[config.mk]
export PLATFORM = sky130hd
export DESIGN_NAME = neuron_grid_param
export DESIGN_NICKNAME = d
export VERILOG_FILES = /design/src/rtl/neuron_grid_param.sv
export SDC_FILE = /design/constraint.sdc
export NUM_CORES = 1
export LEC_CHECK = 0
export BUFFER_PORTS_ARGS = -buffer_cell sky130_fd_sc_hd__buf_4
export CORE_AREA = 2 2 252 254
export DETAILED_ROUTE_END_ITERATION = 8
export DIE_AREA = 0 0 254 256
export HOLD_SLACK_MARGIN = 0.05
export PLACE_DENSITY = 0.54
export SETUP_SLACK_MARGIN = 0.05
export SLEW_MARGIN = 25
export SYNTH_ARGS = -nofsm -noshare
export SYNTH_HDL_FRONTEND = slang
export SYNTH_SLANG_ARGS = --single-unit
[constraint.sdc]
create_clock -name clk -period 15 [get_ports clk]
set_input_delay 3 -clock clk [delete_from_list [all_inputs] [get_ports clk]]
set_output_delay 3 -clock clk [all_outputs]
set_load 0.01 [all_outputs]
[src/rtl/neuron_grid_param.sv]
// Parametrised neuron grid core: integrates one spike frame per tick,
// then leaks, fires and emits each neuron's potential for write-back.
module neuron_grid_param #(
  parameter int NUM_AXONS   = 256,
  parameter int NUM_NEURONS = 256,
  parameter int POT_W       = 9,
  parameter int WEIGHT_W    = 9,
  localparam int AW      = $clog2(NUM_AXONS),
  localparam int NW      = $clog2(NUM_NEURONS),
  localparam int CW      = $clog2(NUM_NEURONS + 1),
  localparam int PARAM_W = NUM_AXONS + 5 * WEIGHT_W + 4 * POT_W + 2
) (
  input  logic                 clk,
  input  logic                 reset,
  input  logic                 tick,
  input  logic [NUM_AXONS-1:0] axon_spikes,
  input  logic [PARAM_W-1:0]   neuron_parameter,
  input  logic [1:0]           neuron_instruction,
  output logic [NW-1:0]        neuron_num,
  output logic [AW-1:0]        axon_num,
  output logic                 scheduler_set,
  output logic                 scheduler_clr,
  output logic                 update_potential,
  output logic [POT_W-1:0]     potential_out,
  output logic                 spike_out,
  output logic [CW-1:0]        spike_count,
  output logic                 done,
  output logic                 error
);

  localparam int GW  = POT_W + 1;
  localparam int OW  = NUM_AXONS;
  localparam int OL  = OW + 4 * WEIGHT_W;
  localparam int OPT = OW + 5 * WEIGHT_W;
  localparam int ONT = OPT + POT_W;
  localparam int ORP = ONT + POT_W;
  localparam int OPO = ORP + POT_W;
  localparam int OMD = OPO + POT_W;

  localparam logic signed [GW-1:0] VMAX =
    {2'b00, {(POT_W-1){1'b1}}};
  localparam logic signed [GW-1:0] VMIN =
    {2'b11, {(POT_W-1){1'b0}}};

  typedef enum logic [2:0] {
    IDLE, LOAD, INTEG, LEAK, FIRE, DONE
  } state_t;

  typedef logic signed [POT_W-1:0] pot_t;
  typedef logic signed [GW-1:0]    ext_t;

  function automatic pot_t sat(input ext_t x);
    if (x > VMAX) return VMAX[POT_W-1:0];
    if (x < VMIN) return VMIN[POT_W-1:0];
    return x[POT_W-1:0];
  endfunction

  state_t                 state_q, state_d;
  logic [NUM_AXONS-1:0]   spikes_q;
  logic [AW-1:0]          axon_q;
  logic [NW-1:0]          neuron_q;
  logic [CW-1:0]          count_q;
  logic                   error_q;
  pot_t                   v_q, v_d;
  logic                   upd_q, spk_q;
  pot_t                   pout_q;

  logic [NUM_AXONS-1:0]        conn;
  logic signed [WEIGHT_W-1:0]  w_sel, leak;
  pot_t                        pos_th, neg_th, rst_pot, pot_f;
  logic [1:0]                  mode;
  pot_t                        base, v_leak, v_sub, v_fire, v_out;
  logic                        hit, fire, below, accept, last;

  assign conn    = neuron_parameter[OW-1:0];
  assign leak    = neuron_parameter[OL +: WEIGHT_W];
  assign pos_th  = neuron_parameter[OPT +: POT_W];
  assign neg_th  = neuron_parameter[ONT +: POT_W];
  assign rst_pot = neuron_parameter[ORP +: POT_W];
  assign pot_f   = neuron_parameter[OPO +: POT_W];
  assign mode    = neuron_parameter[OMD +: 2];

  assign accept = (state_q == IDLE) && tick;
  assign last   = neuron_q == NW'(NUM_NEURONS - 1);

  always_comb begin
    w_sel = '0;
    unique case (neuron_instruction)
      2'd0: w_sel = neuron_parameter[OW +: WEIGHT_W];
      2'd1: w_sel = neuron_parameter[OW + WEIGHT_W +: WEIGHT_W];
      2'd2: w_sel = neuron_parameter[OW + 2 * WEIGHT_W +: WEIGHT_W];
      2'd3: w_sel = neuron_parameter[OW + 3 * WEIGHT_W +: WEIGHT_W];
    endcase
  end

  // The stored potential seeds V on the first axon of each neuron.
  always_comb begin
    base   = (axon_q == '0) ? pot_f : v_q;
    hit    = spikes_q[axon_q] & conn[axon_q];
    v_d    = hit ? sat(ext_t'(base) + ext_t'(w_sel)) : base;
    v_leak = sat(ext_t'(v_q) + ext_t'(leak));
    fire   = v_leak >= pos_th;
    below  = v_leak < neg_th;
    v_sub  = sat(ext_t'(v_leak) - ext_t'(pos_th));
    v_fire = v_leak;
    unique case (mode)
      2'd0:    v_fire = rst_pot;
      2'd1:    v_fire = v_sub;
      default: v_fire = v_leak;
    endcase
    v_out = fire ? v_fire : (below ? neg_th : v_leak);
  end

  always_ff @(posedge clk or posedge reset) begin
    if (reset) state_q <= IDLE;
    else       state_q <= state_d;
  end

  always_comb begin
    state_d = state_q;
    unique case (state_q)
      IDLE:  if (tick) state_d = LOAD;
      LOAD:  state_d = INTEG;
      INTEG: if (axon_q == AW'(NUM_AXONS - 1)) state_d = LEAK;
      LEAK:  state_d = FIRE;
      FIRE:  state_d = last ? DONE : INTEG;
      DONE:  state_d = IDLE;
      default: state_d = IDLE;
    endcase
  end

  always_comb begin
    scheduler_set = state_q == LOAD;
    scheduler_clr = state_q == DONE;
    done          = state_q == DONE;
  end

  // Fire results are computed at the end of LEAK so they are registered
  // and visible exactly during the FIRE cycle.
  always_ff @(posedge clk or posedge reset) begin
    if (reset) begin
      spikes_q <= '0;
      axon_q   <= '0;
      neuron_q <= '0;
      count_q  <= '0;
      error_q  <= 1'b0;
      v_q      <= '0;
      upd_q    <= 1'b0;
      spk_q    <= 1'b0;
      pout_q   <= '0;
    end else begin
      if (state_q == LOAD) spikes_q <= axon_spikes;
      if (state_q == INTEG) begin
        axon_q <= axon_q + AW'(1);
        v_q    <= v_d;
      end else begin
        axon_q <= '0;
      end
      if (state_q == LEAK) v_q <= v_out;
      if (state_q == LOAD) neuron_q <= '0;
      else if (state_q == FIRE)
        neuron_q <= last ? '0 : neuron_q + NW'(1);
      if (accept) count_q <= '0;
      else if (state_q == LEAK && fire) count_q <= count_q + CW'(1);
      if (accept) error_q <= 1'b0;
      else if (tick && state_q != IDLE) error_q <= 1'b1;
      else if (state_q == LEAK && fire && mode == 2'd3) error_q <= 1'b1;
      upd_q  <= state_q == LEAK;
      spk_q  <= (state_q == LEAK) && fire;
      pout_q <= (state_q == LEAK) ? v_out : '0;
    end
  end

  assign neuron_num       = neuron_q;
  assign axon_num         = axon_q;
  assign spike_count      = count_q;
  assign error            = error_q;
  assign update_potential = upd_q;
  assign spike_out        = spk_q;
  assign potential_out    = pout_q;

endmodule

Word-level counts from Yosys, hierarchy flattened
Cells that the tools add are included.

Register bits after elaboration: 305. Input bits: 600. Output and inout bits: 40. Logic and storage cells: 101.

Add/subtract/negate cells: 6. Order comparisons: 9. Equal/unequal tests: 14. Mux-type cells: 47. Bitwise logic cells: 1. Reductions and logical operators: 14.

Operators with widths (count): 9-bit 2-to-1 mux (21); 9-bit case mux with 4 select lines (1); 8-bit 2-to-1 mux (4); 10-bit by 9-bit greater-than comparator with 1-bit output, second input constant (3); 10-bit by 9-bit less-than comparator with 1-bit output, second input constant (3); 9-bit by 9-bit adder with 10-bit output (2); 9-bit case mux with 2 select lines (1); 8-bit by 1-bit adder with 8-bit output, second input constant (2); 1-bit binary-select mux with 8-bit select (2); 8-bit equality test, second input constant (2); 3-bit case mux with 5 select lines (1); 1-bit 2-to-1 mux (14); 9-bit by 9-bit subtractor with 10-bit output (1); 9-bit by 1-bit adder with 9-bit output, second input constant (1); 9-bit >= comparator (1); 8-bit by 9-bit less-than comparator with 1-bit output, second input constant (1); 9-bit less-than comparator (1); 3-bit 2-to-1 mux (3); 8-bit zero test (1); 2-bit equality test, second input constant (3); 3-bit by 2-bit equality test with 1-bit output, second input constant (2); 3-bit equality test, second input constant (2); 2-bit nonzero test (3); 3-bit nonzero test (2); 8 further kinds (14).

Depth between registers and ports, before layout
Word-level depth: 15. Gate-level depth with buffers: 22. Mapped depth without buffers: 22.

Least setup slack after synthesis
No wires, ideal clock.

Kind: input port to flip-flop. Start point: input neuron_parameter[292]. End point: register v_q[6]. Library setup time: 0.126 ns. Arrival time: 7.236 ns. Required time: 14.874 ns. Slack: 7.638 ns. Stages on the path: 19. Buffers on the path: 1. Path through: ha_1 > fa_1 > a211oi_1 > o21bai_1 > o21ai_0 > xor2_1 > and2_0 > clkbuf_1 > nor2_1 > ha_1 > nor2b_1 > o31a_1 > o221a_2 > o31ai_2 > o21ai_1 > and2_1 > a221o_1 > o2bb2ai_1 > a221o_1.

Longest elaborated chain between the ends: 15. Elaborated cells on any way between the ends: 24. Classes of those cells: add/sub: 2; order compare: 6; mux: 16.

RTL lines: start: declaration (RTL line 17) `input logic [PARAM_W-1:0] neuron_parameter,`; 9-bit by 9-bit adder with 10-bit output (*) (RTL line 101) `v_leak = sat(ext_t'(v_q) + ext_t'(leak));`; 10-bit by 9-bit less-than comparator with 1-bit output (RTL line 54) `if (x < VMIN) return VMIN[POT_W-1:0];`; 1-bit 2-to-1 mux (2 in series) (RTL line 54); 9-bit 2-to-1 mux (RTL line 55) `return x[POT_W-1:0];`; 9-bit 2-to-1 mux (*) (RTL line 54); 9-bit by 9-bit subtractor with 10-bit output (RTL line 104) `v_sub = sat(ext_t'(v_leak) - ext_t'(pos_th));`; 10-bit by 9-bit less-than comparator with 1-bit output (RTL line 54); 1-bit 2-to-1 mux (2 in series) (RTL line 54); 9-bit 2-to-1 mux (RTL line 55); 9-bit 2-to-1 mux (RTL line 54); 9-bit case mux with 2 select lines (RTL line 106) `unique case (mode)`; 9-bit 2-to-1 mux (*) (RTL line 111) `v_out = fire ? v_fire : (below ? neg_th : v_leak);`; 9-bit 2-to-1 mux (*) (RTL line 159) `if (state_q == LEAK) v_q <= v_out;`; end signal: assignment (RTL line 155) `v_q <= v_d;`; end signal: assignment (RTL line 159); end: declaration (RTL line 64) `pot_t v_q, v_d;`.

Every way passes the cells marked *; elsewhere a longest branch is shown, timed or not. The select of a mux whose other input is x is not followed. A chain may end at the register's enable or synchronous reset.

Worst setup path after layout
Start point: input neuron_parameter[292]. End point: register count_q[5] (netlist: spike_count[5]).

Longest elaborated chain between the ends: 9. Elaborated cells on any way between the ends: 12. Classes of those cells: add/sub: 1; order compare: 3; mux: 6; reduce/logical: 2.

RTL lines: 9-bit by 9-bit adder with 10-bit output (*) (RTL line 101); 10-bit by 9-bit less-than comparator with 1-bit output (RTL line 54); 1-bit 2-to-1 mux (2 in series) (RTL line 54); 9-bit 2-to-1 mux (RTL line 55); 9-bit 2-to-1 mux (*) (RTL line 54); 9-bit >= comparator (*) (RTL line 102) `fire = v_leak >= pos_th;`; 1-bit logical AND (*) (RTL line 164) `else if (state_q == LEAK && fire) count_q <= count_q + CW'(1);`; 2-bit nonzero test (no source line) (*); end signal: assignment (RTL line 164); end: declaration (RTL line 62) `logic [CW-1:0] count_q;`.

Marks and branches as above.

==> flow_summary.toml <==
[grt]
track_usage_pct = 23.12
antenna_found_initial = 20
first_global_vias = 16600
grt_pass1_wl_um = 109800
grt_overflow = 0
grt_max_degree = 145

[synth]
synth_top_cell_by_area = "dfrtp_1"
yosysWarnings = 0
synthAdderAreaFrac_pct = 3.194
synth_nets = 2218
async_flop_share_pct = 100.0
synth_compound_area_share_pct = 14.03
synth_mux_area_share_pct = 21.54
synth_top_family_by_area = "multiplexers"
synth_area_per_cell_um2 = 10.89
synthXorXnorAreaFrac_pct = 1.532
synth_edf_count = 0
ys_types = 79
synth_area_leaders = "dfrtp_1, mux2_2, nand2_1"
synth_ff_type = "dfrtp_1"
yosys.area.top_type_share_pct = 44.49
synth_area_um2 = 17160
syn_inst = 1576
ys_seq_area_share_pct = 44.49
yosys.area_share.simple_pct = 11.49
synth_seq_cells = 305

[critical_path]
crit_required_ns = 15.40
cp-startpoint = "neuron_parameter[292]"
path_depth = 22
arrival_ns = 8.20
r2r-start = "v_q[0]"
end_kind = "register"
worstSetupEndpoint = "spike_count[5]"
r2r_cells = 21
crit_chain = "buf_4, ha_1, fa_1, a211oi_1, o21bai_1, o21ai_0, xor2_1, and2_0, nor2_1, inv_1, fa_1, nor2b_1, o31a_1, o221ai_1, a31o_2, or2_2, inv_1, and2_1, nand3_1, or3_1, xor2_1, nor2_1"
worst-setup-path-type = "primary input to register"
start_kind = "primary input"
regToRegSetupSlack_ns = 9.32
reg2reg_to = "spike_count[5]"
critical_path.max_stage_delay_ns = 0.43
slowest_stage = "fa_1"
worstPathMaxFanout = 13
worst-path-buf-inv = 3
path_delay_family = "simple AND/OR/NAND/NOR gates"

[cts]
cts_tree = "done"
post_cts_buffers = 0
clockRootBuffer = "clkbuf_16"
cts.repair.resized = 0
clk_pin_slew_ns = 0.06
numCtsBuffers = 39
clock_latency_ns = 0.57
cts-htree-levels = 2
clockBufferDepth = 3
clkSinkCount = 305
cts.hold.buffers_added = 0

[power]
cellPowerDensity_nw_per_um2 = 127.9
pwr-share-seq_pct = 29.5
ir_drop_v = 0.0001310
power_frac_comb_pct = 39.7
internal_power_uw = 1984
finalPower_uw = 3071
switching_share_pct = 35.41
p_leak_uw = 0.01059
power_frac_clock_pct = 30.7
switchingPower_uw = 1088

[floorplanning]
fp.dieH_um = 256
start_util_pct = 27.50
ios = 640
core_area_um2 = 62390
die-area_um2 = 65020
die_w_um = 254
row_count = 92

[run]
max_cap_viol_count = 0

[sta]
setup_slack_ns = 7.205
slew_viol_final = 0
hold_violations = 0
period_share_pct = 51.97
layout_min_cycle_time_ns = 7.795
tns_ns = 0
tightest_slew_ns = 0.9809
setup_violations = 0
max_freq_mhz = 128.3
hold-worst-slack_ns = 0.4999
fin_skew_ns = 0.02919
rsz0062_at_grt = "no"
slew_headroom_pct = 34.61

[place]
portBuffers = 639
dpl_worst_slack_ns = 6.688
place_congestion = 0.8712
hpwl_um = 59620

[min_path]
hp-class = "register to register"

[finish]
drive_above_1_share_pct = 46.84
fillers = 6283
final_util_pct = 38.48
nets = 2827
syn2layout_area_growth_pct = 39.94

[routing]
vias = 15510
viasPerCell = 5.058
drtIter0Drc = 884
wirelength_um = 76920
ant_nets = 0
dr.pass1.iters = 5
drc = 0
wl_per_cell_um = 25.08

[run_status]
status = "finished, final reports clean"
-- power groups by stage --
stage,clock [uW],combinational [uW],sequential (uW)
after global routing,1000,1350,912
after CTS,971,1210,906
after global placement,0,1200,920
final,944,1220,907
after detailed placement,0,1210,921
after floorplan,0,839,907
-- cell usage after synthesis (13+ instances only) --
master    number
nand2_1      132
inv_1         34
mux2i_1       17
buf_4         14
o211ai_1      30
a21o_1        14
ha_1          39
buf_2         14
nand4_1       18
nor2b_1       14
xnor2_1       19
mux2_2       266
clkbuf_1      44
nand3_1       99
nor2_1        53
nand3b_1      13
o22ai_1       21
o21ai_0       99
and3_1        20
a31oi_1       27
dfrtp_1      305
a21oi_1       48
mux4_2        21
-- cell usage in the layout, fill, tap and decap left out, drive strengths merged, types with 10 or more instances in the layout --
| master | synthesis | layout |
|---|---|---|
| buf | 46 | 658 |
| dfrtp | 305 | 305 |
| mux2 | 270 | 270 |
| nand2 | 132 | 132 |
| o21ai | 106 | 106 |
| nand3 | 99 | 99 |
| clkbuf | 44 | 56 |
| nor2 | 53 | 53 |
| a21oi | 48 | 48 |
| ha | 39 | 39 |
| inv | 35 | 36 |
| o211ai | 30 | 30 |
| a31oi | 27 | 27 |
| mux4 | 21 | 21 |
| o22ai | 21 | 21 |
| and3 | 20 | 20 |
| xnor2 | 19 | 19 |
| nand4 | 18 | 18 |
| mux2i | 17 | 17 |
| a21o | 14 | 14 |
| nor2b | 14 | 14 |
| nand3b | 13 | 13 |
| clkinv | 3 | 12 |
| xor2 | 11 | 11 |
| and2 | 11 | 11 |
| a211oi | 10 | 10 |
| nor3 | 10 | 10 |
-- how the worst min path moves through the flow --
stage	from	to	slack, ns	depth (start not counted)
global placement	spikes_q[101]	spikes_q[101]	0.48	1
CTS	spikes_q[45]	spikes_q[45]	0.50	1
floorplan	spikes_q[101]	spikes_q[101]	0.47	1
global route	spikes_q[153]	spikes_q[153]	0.51	1
finish	spikes_q[167]	spikes_q[167]	0.50	1
detailed placement	spikes_q[45]	spikes_q[45]	0.49	1
-- layer usage --
| layer | global-route usage (%) | share of wire [%] |
|---|---|---|
| met5 | 0 | 0.14 |
| met4 | 7.892 | 3.0 |
| met3 | 7.465 | 8.8 |
| met2 | 39.87 | 50 |
| met1 | 26.80 | 38 |
-- final cells by class --
type	count	area (um^2)	area share (%)
clock inverter	12	127.6	0.5316
antenna	9	22.52	0.09381
timing repair buffer	658	4964	20.67
multi-input combinational	1143	8902	37.08
inverter	38	150.1	0.6254
clock buffer	56	1141	4.753
sequential	305	7642	31.83
tap	846	1059	4.409
-- flip-flops by register name (all words and copies together) (netlist names) --
name              flops
v_q                   9
state_q               3
axon_num              8
update_potential      1
spike_count           9
potential_out         9
neuron_num            8
spikes_q            256
error                 1
spike_out             1
-- stage by stage --
step,area (um^2),cells
floorplan,17160,1576
global placement,22690,2990
detailed placement,22700,2990
CTS,23970,3058
global route,24010,3066
finish,24010,3067
-- kinds of logic after synthesis --
family / Yosys count
xor gates and xnor gates: 30
and+or+nand+nor: 406
adders and majority gates: 42
AOI/OAI and AO/OA: 357
buffers and inverters: 128
DFF: 305
muxes: 308
No activity file was read; power rests on OpenSTA's default activity.
